==> config.mk <==
export PLATFORM = sky130hd
export DESIGN_NAME = led_output_driver
export DESIGN_NICKNAME = d
export VERILOG_FILES = /design/src/rtl/led_output_driver_pkg.sv /design/src/rtl/led_output_driver_io_register_write_decode.sv /design/src/rtl/led_output_driver.sv
export SDC_FILE = /design/constraint.sdc
export NUM_CORES = 1
export LEC_CHECK = 0
export CAP_MARGIN = 20
export CORE_UTILIZATION = 50
export CTS_BUF_LIST = sky130_fd_sc_hd__clkbuf_2
export CTS_CLUSTER_SIZE = 16
export DETAILED_ROUTE_END_ITERATION = 6
export PLACE_DENSITY = 0.84
export SKIP_LAST_GASP = 1
export SYNTH_ARGS = -nofsm -noshare
export SYNTH_HDL_FRONTEND = slang
export SYNTH_SLANG_ARGS = --single-unit
==> constraint.sdc <==
create_clock -name clock -period 4.4 [get_ports clock]
set_input_delay 0.44 -clock clock [delete_from_list [all_inputs] [get_ports clock]]
set_output_delay 0.44 -clock clock [all_outputs]
set_load 0.01 [all_outputs]
==> src/rtl/led_output_driver_pkg.sv <==
`default_nettype none
// ============================================================================
// Module      : led_output_driver_pkg
// Description : Shared IO-peripheral constants for the LED output driver.
// Revision    : 1.0 - initial release
// ============================================================================
package led_output_driver_pkg;

   localparam logic [31:0] LED_OUTPUT_CONTROL_ADDRESS = 32'h0000_0104;

   // Control register field positions
   localparam int DUTY_LSB         = 0;
   localparam int DUTY_MSB         = 3;
   localparam int BLINK_ENABLE_BIT = 4;
   localparam int BLINK_RATE_LSB   = 5;
   localparam int BLINK_RATE_MSB   = 6;
   localparam int INVERT_BIT       = 7;

   localparam logic [7:0] CONTROL_RESET_VALUE = 8'h0F;
   localparam logic [3:0] DUTY_FULL           = 4'hF;

endpackage
`default_nettype wire

==> src/rtl/led_output_driver_io_register_write_decode.sv <==
`default_nettype none
// ============================================================================
// Module      : io_register_write_decode
// Description : Write-strobe decode for a single IO-space register address.
// Revision    : 1.0 - initial release
// ============================================================================
module io_register_write_decode #(
   parameter logic [31:0] ADDRESS = 32'h0000_0000
) (
   input  logic [31:0] addressBus,
   input  logic        readRequest,
   input  logic        mio,
   input  logic        enable,
   output logic        writeStrobe
);

   assign writeStrobe = enable && !readRequest && !mio && (addressBus == ADDRESS);

endmodule
`default_nettype wire

==> src/rtl/led_output_driver.sv <==
`default_nettype none
// ============================================================================
// Module      : led_output_driver
// Description : Applies PWM brightness, blinking and inversion to ledState.
// Revision    : 1.0 - initial release
// ============================================================================
module led_output_driver
   import led_output_driver_pkg::*;
#(
   parameter logic [31:0] CONTROL_ADDRESS  = LED_OUTPUT_CONTROL_ADDRESS,
   parameter int          BLINK_BASE_SHIFT = 20
) (
   input  logic        clock,
   input  logic        reset,
   input  logic [31:0] addressBus,
   input  logic [7:0]  dataBusIn,
   input  logic        readRequest,
   input  logic        mio,
   input  logic        enable,
   input  logic [7:0]  ledState,
   output logic [7:0]  ledPins
);

   localparam int BLINK_WIDTH = BLINK_BASE_SHIFT + 4;
   localparam logic [BLINK_WIDTH-1:0] c_blinkOne = {{(BLINK_WIDTH-1){1'b0}}, 1'b1};

   logic [7:0]             r_controlReg;
   logic [3:0]             r_pwmCounter;
   logic [BLINK_WIDTH-1:0] r_blinkCounter;

   logic       w_writeStrobe;
   logic [3:0] w_duty;
   logic       w_blinkEnable;
   logic [1:0] w_blinkRate;
   logic       w_invert;
   logic       w_pwmOn;
   logic       w_blinkPhase;
   logic       w_blinkOn;
   logic [7:0] w_ledNext;

   io_register_write_decode #(
      .ADDRESS (CONTROL_ADDRESS)
   ) u_write_decode (
      .addressBus  (addressBus),
      .readRequest (readRequest),
      .mio         (mio),
      .enable      (enable),
      .writeStrobe (w_writeStrobe)
   );

   assign w_duty        = r_controlReg[DUTY_MSB:DUTY_LSB];
   assign w_blinkEnable = r_controlReg[BLINK_ENABLE_BIT];
   assign w_blinkRate   = r_controlReg[BLINK_RATE_MSB:BLINK_RATE_LSB];
   assign w_invert      = r_controlReg[INVERT_BIT];

   assign w_pwmOn = (w_duty == DUTY_FULL) || (r_pwmCounter < w_duty);

   // Each rate step doubles the blink half-period.
   always_comb begin
      w_blinkPhase = 1'b0;
      unique case (w_blinkRate)
         2'd0: w_blinkPhase = r_blinkCounter[BLINK_BASE_SHIFT];
         2'd1: w_blinkPhase = r_blinkCounter[BLINK_BASE_SHIFT + 1];
         2'd2: w_blinkPhase = r_blinkCounter[BLINK_BASE_SHIFT + 2];
         2'd3: w_blinkPhase = r_blinkCounter[BLINK_BASE_SHIFT + 3];
         default: w_blinkPhase = 1'b0;
      endcase
   end

   assign w_blinkOn = !w_blinkEnable || !w_blinkPhase;
   assign w_ledNext = (ledState & {8{w_pwmOn & w_blinkOn}}) ^ {8{w_invert}};

   always_ff @(posedge clock) begin
      if (reset) begin
         r_controlReg   <= CONTROL_RESET_VALUE;
         r_pwmCounter   <= 4'd0;
         r_blinkCounter <= '0;
         ledPins        <= 8'h00;
      end else begin
         if (w_writeStrobe) begin
            r_controlReg <= dataBusIn;
         end
         r_pwmCounter   <= r_pwmCounter + 4'd1;
         r_blinkCounter <= r_blinkCounter + c_blinkOne;
         ledPins        <= w_ledNext;
      end
   end

endmodule
`default_nettype wire

# --- Yosys cells after proc, flatten, opt, wreduce, memory -nomap -nowiden ---
# Cells that the tools add are included.
word_totals:
  regBits: 44
  in_bits: 53
  output_inout_bits: 8
  word_cells: 26
classes:
  n_addsub: 2
  order_cmp: 1
  n_eq_ne: 5
  muxes: 1
  n_bitwise: 3
  reduce_logical: 10
ops:
  columns: ["cell", "count"]
  rows:
  - ["$eq 32x9->1 const B", 1]
  - ["$add 24x1->24 const B", 1]
  - ["$and 8x8->8", 1]
  - ["$xor 8x8->8", 1]
  - ["$add 4x1->4 const B", 1]
  - ["$eq 2x2->1 const B", 2]
  - ["$eq 4x4->1 const B", 1]
  - ["$logic_not 1->1", 4]
  - ["$lt 4x4->1", 1]
  - ["$pmux 1 s4", 1]
  - ["$logic_and 1x1->1", 3]
  - ["$eq 2x1->1 const B", 1]
  - ["$logic_not 2->1", 1]
  - ["$logic_or 1x1->1", 2]
  - ["$and 1x1->1", 1]

# --- Logic depth before layout (Yosys ltp) ---
# Gate-level depths: netlist of the first run.
depth:
  depth_word: 7
  depth_mapped: 6
  depth_no_buf: 6

# --- Cells and area by module ---
# A second synthesis of the first run with hierarchy kept.
unflattened:
  cells_unflattened: 222
  area_unflattened_um2: 2054.5
by_module_without_submodules:
  columns: ["mod", "n_inst", "cells_per_inst", "area_each_um2", "seq_area_each_um2"]
  rows:
  - ["led_output_driver", 1, 209, 1954.4, 880.8]
  - ["io_register_write_decode", 1, 13, 100.1, 0.0]

# --- Worst setup path after synthesis of the first run ---
# Ideal clock, no wire load.
synth_path:
  path_kind: "register to register"
  start: "register r_controlReg[2]"
  end: "register ledPins[0]"
  setup_ps: 132
  arrival_time_ps: 1603
  t_required_ps: 4268
  slack_ps: 2665
  path_stages_with_launch: 7
  path_buffers: 0
  period_less_slack_ps: 1735
  path_cell_list: "dfxtp_1 > inv_1 > ha_1 > a211o_1 > a31oi_1 > o211ai_1 > mux2i_1"
synth_via:
  elab_chain_cells: 5
  elab_cells_between_ends: 6
  classes_between: "1 x order compare; 1 x eq/ne; 3 x bitwise; 1 x reduce/logical"
synth_rtl:
  columns: ["element", "line", "source"]
  rows:
  - ["start: declaration", "led_output_driver.sv:27", "logic [7:0] r_controlReg;"]
  - ["start signal: assignment", "led_output_driver.sv:81", "r_controlReg <= dataBusIn;"]
  - ["$lt 4x4->1 / $eq 4x4->1 (equally long branches)", "led_output_driver.sv:56", "assign w_pwmOn = (w_duty == DUTY_FULL) || (r_pwmCounter < w_duty);"]
  - ["$logic_or 1x1->1 (*)", "led_output_driver.sv:56", null]
  - ["$and 1x1->1 (*)", "led_output_driver.sv:71", "assign w_ledNext = (ledState & {8{w_pwmOn & w_blinkOn}}) ^ {8{w_invert}};"]
  - ["$and 8x8->8 (*)", "led_output_driver.sv:71", null]
  - ["$xor 8x8->8 (*)", "led_output_driver.sv:71", null]
  - ["end signal: assignment", "led_output_driver.sv:85", "ledPins <= w_ledNext;"]
  - ["end: declaration", "led_output_driver.sv:21", "output logic [7:0] ledPins"]
# Every way passes the cells marked *; elsewhere a longest branch is shown, timed or not.
# A chain may end at the register's enable or synchronous reset.

# --- Worst setup path after layout of the first run ---
layout_path:
  start: "register r_controlReg[2]"
  end: "register ledPins[5]"
# Same word-level chain as after synthesis.

==> results of run 1 <==
==> registers in the layout (all words and copies together) (netlist names) <==
register,count
r_controlReg,8
r_pwmCounter,4
ledPins,8
r_blinkCounter,24
==> cells in the mapped netlist, types with 2 or more instances <==
cell	n	area share, %
nor4b_1	3	1.3
o31ai_1	6	2.2
a21oi_1	11	2.7
xor2_1	6	2.5
o21ai_0	5	1.2
inv_1	7	1.3
nor4_1	8	2.4
ha_1	5	3.0
nor2b_1	3	0.91
nand4_1	7	2.1
nand2_1	9	1.6
or2_2	2	0.61
nor3_1	2	0.48
or3_1	5	1.5
or4_1	6	2.2
mux2i_1	16	7.8
nand3_1	5	1.2
nand2b_1	9	2.7
xnor2_1	6	2.5
clkbuf_1	5	0.91
o211ai_1	8	2.9
nor2_1	23	4.2
dfxtp_1	44	43
nand4_2	2	1.2
==> stage by stage <==
stage	instance area, um2	total power [uW]	util [%]	hold WS, ns	setup slack [ns]
after floorplan	2064	448.4	-	0.4252	2.665
after global placement	2673	503.7	70.36	0.4424	2.073
after detailed placement	2673	505.3	70.36	0.4551	2.001
after CTS	2714	669.2	71.44	0.4985	2.417
after global routing	2714	699.0	71.44	0.5248	2.261
final	2714	664.4	71.44	0.4923	2.399
==> critical path: cells and delay by family, from the launching register on <==
kind	cells	cell delay [ns]
compound gates	3	1.03
flops	1	0.39
fa+ha+maj	1	0.30
mux	1	0.15
buf+inv	1	0.06
==> cell type report <==
cell class / count / area, um2
flip-flops and latches: 44 / 880.8
repair buffers: 61 / 608.1
clock buffers: 6 / 30.03
fillers: 308 / 1085
clock inverters: 2 / 11.26
multi-input cells: 160 / 1097
inverters: 7 / 26.28
well taps: 48 / 60.06
==> layer usage <==
layer / vias up / wire (um) / share of wire [%] / GRT usage [%]
met5: - / 0 / 0 / 0
li1: 912 / - / - / -
met3: 6 / 100 / 2.2 / 5.862
met2: 17 / 2253 / 50 / 39.80
met1: 839 / 2102 / 47 / 28.01
met4: 0 / 42 / 0.93 / 6.383
==> power breakdown <==
group / switching (uW) / internal (uW) / leakage (uW) / total (uW)
combinational: 24.8 / 59.6 / 0.000597 / 84.4
clock: 127 / 39.7 / 0.0000266 / 167
sequential: 5.20 / 408 / 0.000358 / 413
total: 157 / 507 / 0.000981 / 664
==> kinds of logic (layout without fill, tap and decap cells) <==
group / count (synthesis) / in the layout / share of synthesized area (%)
adder cells (fa/ha/maj): 5 / 5 / 3.030
buffers and inverters: 17 / 76 / 4.182
flip-flops: 44 / 44 / 42.67
AO/OA/AOI/OAI: 33 / 33 / 9.939
AND/OR/NAND/NOR: 92 / 92 / 25.70
XOR/XNOR: 12 / 12 / 5.091
multiplexers: 18 / 18 / 9.394
==> path summary, 6_finish.rpt <==
| check | to | slack (ns) |
|---|---|---|
| setup reg to reg | ledPins[5]$_SDFF_PP0_ | 2.40 |
| hold / removal | r_blinkCounter[0]$_SDFF_PP0_ | 0.49 |
| setup / recovery | ledPins[5]$_SDFF_PP0_ | 2.40 |
| hold reg to reg | r_blinkCounter[0]$_SDFF_PP0_ | 0.49 |
==> qor.yml, run 1 <==
synthCells: 221
fin_nets: 337
synth-edff-count: 0
grt_util_all_layers_pct: 23.02
path_cells: "inv_1 > ha_1 > a211o_1 > a31oi_1 > o211ai_1 > mux2i_1"
syn_nets: 279
htreeDepth: 2
ys_seq_area_share_pct: 42.67
wl_per_cell_um: 13.72
final_max_slew_viol_count: 0
min_period_over_period_pct: 45.48
crit_path_top_delay_cell: "a31oi_1"
synth_seq_cells: 44
grt_pass1_wl_um: 7679
synth_area_per_cell_um2: 9.342
dp.cells: 320
critPathMaxFanout: 8
hpwl_um: 3314
layout_common_cells: "clkdlybuf4s50_1, dfxtp_1, nor2_1"
synth_cell_type_count: 42
fmax_mhz: 499.7
vias: 1774
dieArea_mm2: 0.004390
row_count: 22
setup_viol: 0
fin_cells: 328
overflow: 0
cts_tree: "yes"
floorplan.initialDensity_pct: 54.35
yosys_warnings: 0
antenna_found_initial: 0
end_kind: "register"
required_ns: 4.69
worst_hold_path_type: "register to register"
drcViolationCount: 0
post_cts_buffers: 0
pin_count: 61
finalSetupTns_ns: 0
skew_ns: 0.03471
startpoint_type: "register"
cp.arrival_ns: 2.29
hold_path_depth: 1
p_leak_uw: 0.0009813
grt_pass1_vias: 1671
worstReg2RegStart: "r_controlReg[2]$_SDFFE_PP1P_"
hp-start: "r_blinkCounter[0]$_SDFF_PP0_"
dieHeight_um: 66.26
hold_violations: 0
slew_headroom_pct: 41.89
outcome: "complete, no violations"
clk_latency_ns: 0.40
tightest_slew_ns: 0.8669
antennaDiodeCount: 0
worstSetupPathType: "register to register"
crit_path_start: "r_controlReg[2]$_SDFFE_PP1P_"
syn_area_mm2: 0.002064
area_growth_pct: 31.45
grt_start_max_net_pins: 33
cts_buffers: 5
ctsResizeCount: 0
ant_nets: 0
clk_pin_slew_worst_paths_ns: 0.21
max-vdd-ir-drop_uv: 216.4
wl_um: 4499
p_per_area_mw_per_mm2: 244.8
finalCriticalPeriod_ns: 2.001
gp_congestion: 0.7376
postCtsHoldBufs: 0
max_cap_viol_count: 0
max_stage_delay_ns: 0.54
rsz0062_at_grt: "no"
viasPerCell: 5.409
cts.sinks: 44
root_buffer: "clkbuf_2"
drive_gt1_share_pct: 6.786
drt_iter0_drc: 96
cts_buffer_depth: 2
core_mm2: 0.003799
ys.flop_type: "dfxtp_1"
final_common_cell: "clkdlybuf4s50_1"
numPortBuffers: 60
die_w_um: 66.26
synthArstFlopShare_pct: 0
reg2regPathDepth: 6
dr.pass1.iters: 4
Power figures use the tool's default switching activity.
==> inputs of run 2 (changes only) <==
- CORE_UTILIZATION: 50 -> 49
- PLACE_DENSITY: 0.84 -> 0.83
- clock period: 4.4 -> 1.95 ns (I/O delays scaled with it)
==> run 2 against run 1 <==
  * Cell count up 3.4%
  * Sequential share of layout area down 0.86 points
  * Die area up 2.0%
  * Cell area up 2.7%
  * Via count up 3.6%
  * Sequential power up 130%
  * Wire length up 6.2%
  * Critical endpoint is now r_blinkCounter[23]$_SDFF_PP0_
  * Largest power group unchanged
==> qor.yml, run 2 (synthesis results as in run 1) <==
outcome: "complete, no violations"
wl_per_cell_um: 14.10  # +2.8%
cts_tree: "yes"
cts_buffers: 5  # unchanged
pin_count: 61  # unchanged
final_max_slew_viol_count: 0  # unchanged
grt_util_all_layers_pct: 21.04  # -2.0 points
post-place-ws_ns: 0.1415  # -1.859 ns
worst_slack_ns: 0.1165  # -2.282 ns
hold_violations: 0  # unchanged
viasPerCell: 5.419  # +0.19%
slew_headroom_pct: 77.84  # +36 points
drcViolationCount: 0  # unchanged
clk_latency_ns: 0.40  # about the same
end_kind: "register"
wl_um: 4780  # +6.2%
largest_register_ffs: 24  # unchanged
ant_nets: 0  # unchanged
hp-start: "dataBusIn[2]"
fmax_mhz: 545.4  # +9.1%
fin_nets: 347  # +3.0%
max-vdd-ir-drop_uv: 396.2  # +83%
row_count: 23  # +4.5%
required_ns: 2.27  # -2.42 ns
root_buffer: "clkbuf_2"
grt_pass1_vias: 1607  # -3.8%
worst_hold_path_type: "input port to register"
worstSetupPathType: "register to register"
area_growth_pct: 35.03
cp.arrival_ns: 2.16  # -0.13 ns
layout_common_cells: "clkdlybuf4s50_1, dfxtp_1, nor2_1"
finalCriticalPeriod_ns: 1.833  # -0.1677 ns
grt_start_max_net_pins: 16  # -52%
cp_num_buf_inv: 0  # -1
path_cells: "nand4_2 > or3_1 > nor4_1 > mux2_2"
p_per_area_mw_per_mm2: 535.8  # +120%
antenna_found_initial: 0  # unchanged
vias: 1837  # +3.6%
cts_buffer_depth: 2  # unchanged
worstReg2RegStart: "r_blinkCounter[7]$_SDFF_PP0_"
final_common_cell: "clkdlybuf4s50_1"
final_core_util_pct: 69.19  # -2.3 points
overflow: 0  # unchanged
crit_path_top_delay_cell: "or3_1"
floorplan.initialDensity_pct: 51.24  # -3.1 points
clk_pin_slew_worst_paths_ns: 0.22  # about the same
placed_cell_area_mm2: 0.002750  # +2.9%
postCtsHoldBufs: 0  # unchanged
hold_slack_ns: 0.3857  # -0.1066 ns
ctsResizeCount: 0  # unchanged
stdcell_area_mm2: 0.002788  # +2.7%
die_w_um: 66.91  # +0.99%
critPathMaxFanout: 8  # unchanged
post_cts_buffers: 0  # unchanged
rsz0062_at_grt: "no"
cts.sinks: 44  # unchanged
dieHeight_um: 66.91  # +0.99%
crit_family: "simple AND/OR/NAND/NOR gates"
regMostFlops: "r_blinkCounter"
htreeDepth: 2  # unchanged
min_period_over_period_pct: 94.02  # +49 points
max_cap_viol_count: 0  # unchanged
fillers: 346  # +12%
finalSetupTns_ns: 0  # unchanged
gp_congestion: 0.8659  # +17%
numPortBuffers: 60  # unchanged
drive_gt1_share_pct: 10.03  # +3.2 points
startpoint_type: "register"
core_mm2: 0.004029  # +6.1%
tightest_slew_ns: 0.3324  # -0.5345 ns
skew_ns: 0.01606  # -0.01865 ns
antennaDiodeCount: 0  # unchanged
grt_pass1_wl_um: 7176  # -6.6%
dieArea_mm2: 0.004477  # +2.0%
hpwl_um: 3627  # +9.4%
largest_registers: "r_blinkCounter x24, ledPins x8, r_controlReg x8"
drt_iter0_drc: 89  # -7.3%
crit_path_start: "r_blinkCounter[7]$_SDFF_PP0_"
setup_viol: 0  # unchanged
dr.pass1.iters: 4  # unchanged
max_stage_delay_ns: 0.52  # -0.02 ns
p_leak_uw: 0.001026  # +4.6%
[run 2: worst paths after layout]
check                                   to  cells past startpoint  slack [ns]
min reg2reg     r_pwmCounter[0]$_SDFF_PP0_                      1        0.48
min           r_controlReg[2]$_SDFFE_PP1P_                      3        0.39
max reg2reg  r_blinkCounter[23]$_SDFF_PP0_                      4        0.12
max          r_blinkCounter[23]$_SDFF_PP0_                      4        0.12
[run 2: power by group]
group | total, uW | internal (uW) | switching (uW) | leakage [uW]
Sequential | 932 | 921 | 11.1 | 0.000358
Combinational | 195 | 138 | 57.6 | 0.000643
Clock | 367 | 79.2 | 287 | 0.0000248
Total | 1490 | 1140 | 356 | 0.00103
[run 2: metrics by stage]
stage	power (uW)	cells
after floorplan	1012	221
final	1494	339
after global placement	1141	332
after global routing	1552	339
after CTS	1505	339
after detailed placement	1146	332
[run 2: tightest hold or removal path, cell delays in order]
cell and delay (ns):
clkdlybuf4s50_1 0.40, nor2_1 0.10, mux2i_1 0.07
[run 2: layout make-up]
cell class	count	area, um2	share of cell area [%]
Clock buffer	5	25.02	0.8977
Inverter	7	26.28	0.9426
Tap cell	50	62.56	2.244
Clock inverter	2	12.51	0.4488
Multi-Input combinational cell	160	1097	39.36
Sequential cell	44	880.8	31.60
Timing Repair Buffer	71	683.2	24.51
[run 2: layer usage]
| metal | vias up | share of wire [%] | track usage (%) |
|---|---|---|---|
| li1 | 934 | - | - |
| met2 | 42 | 47 | 36.49 |
| met4 | 0 | 0.75 | 3.191 |
| met1 | 857 | 48 | 26.95 |
| met3 | 4 | 4.2 | 4.452 |
| met5 | - | 0 | 0 |
==> inputs of run 3 (changes only) <==
- CTS_CLUSTER_DIAMETER: default -> 40
==> results of run 3 <==
No change in the layout: final DEF, timing and power equal those of run 2.
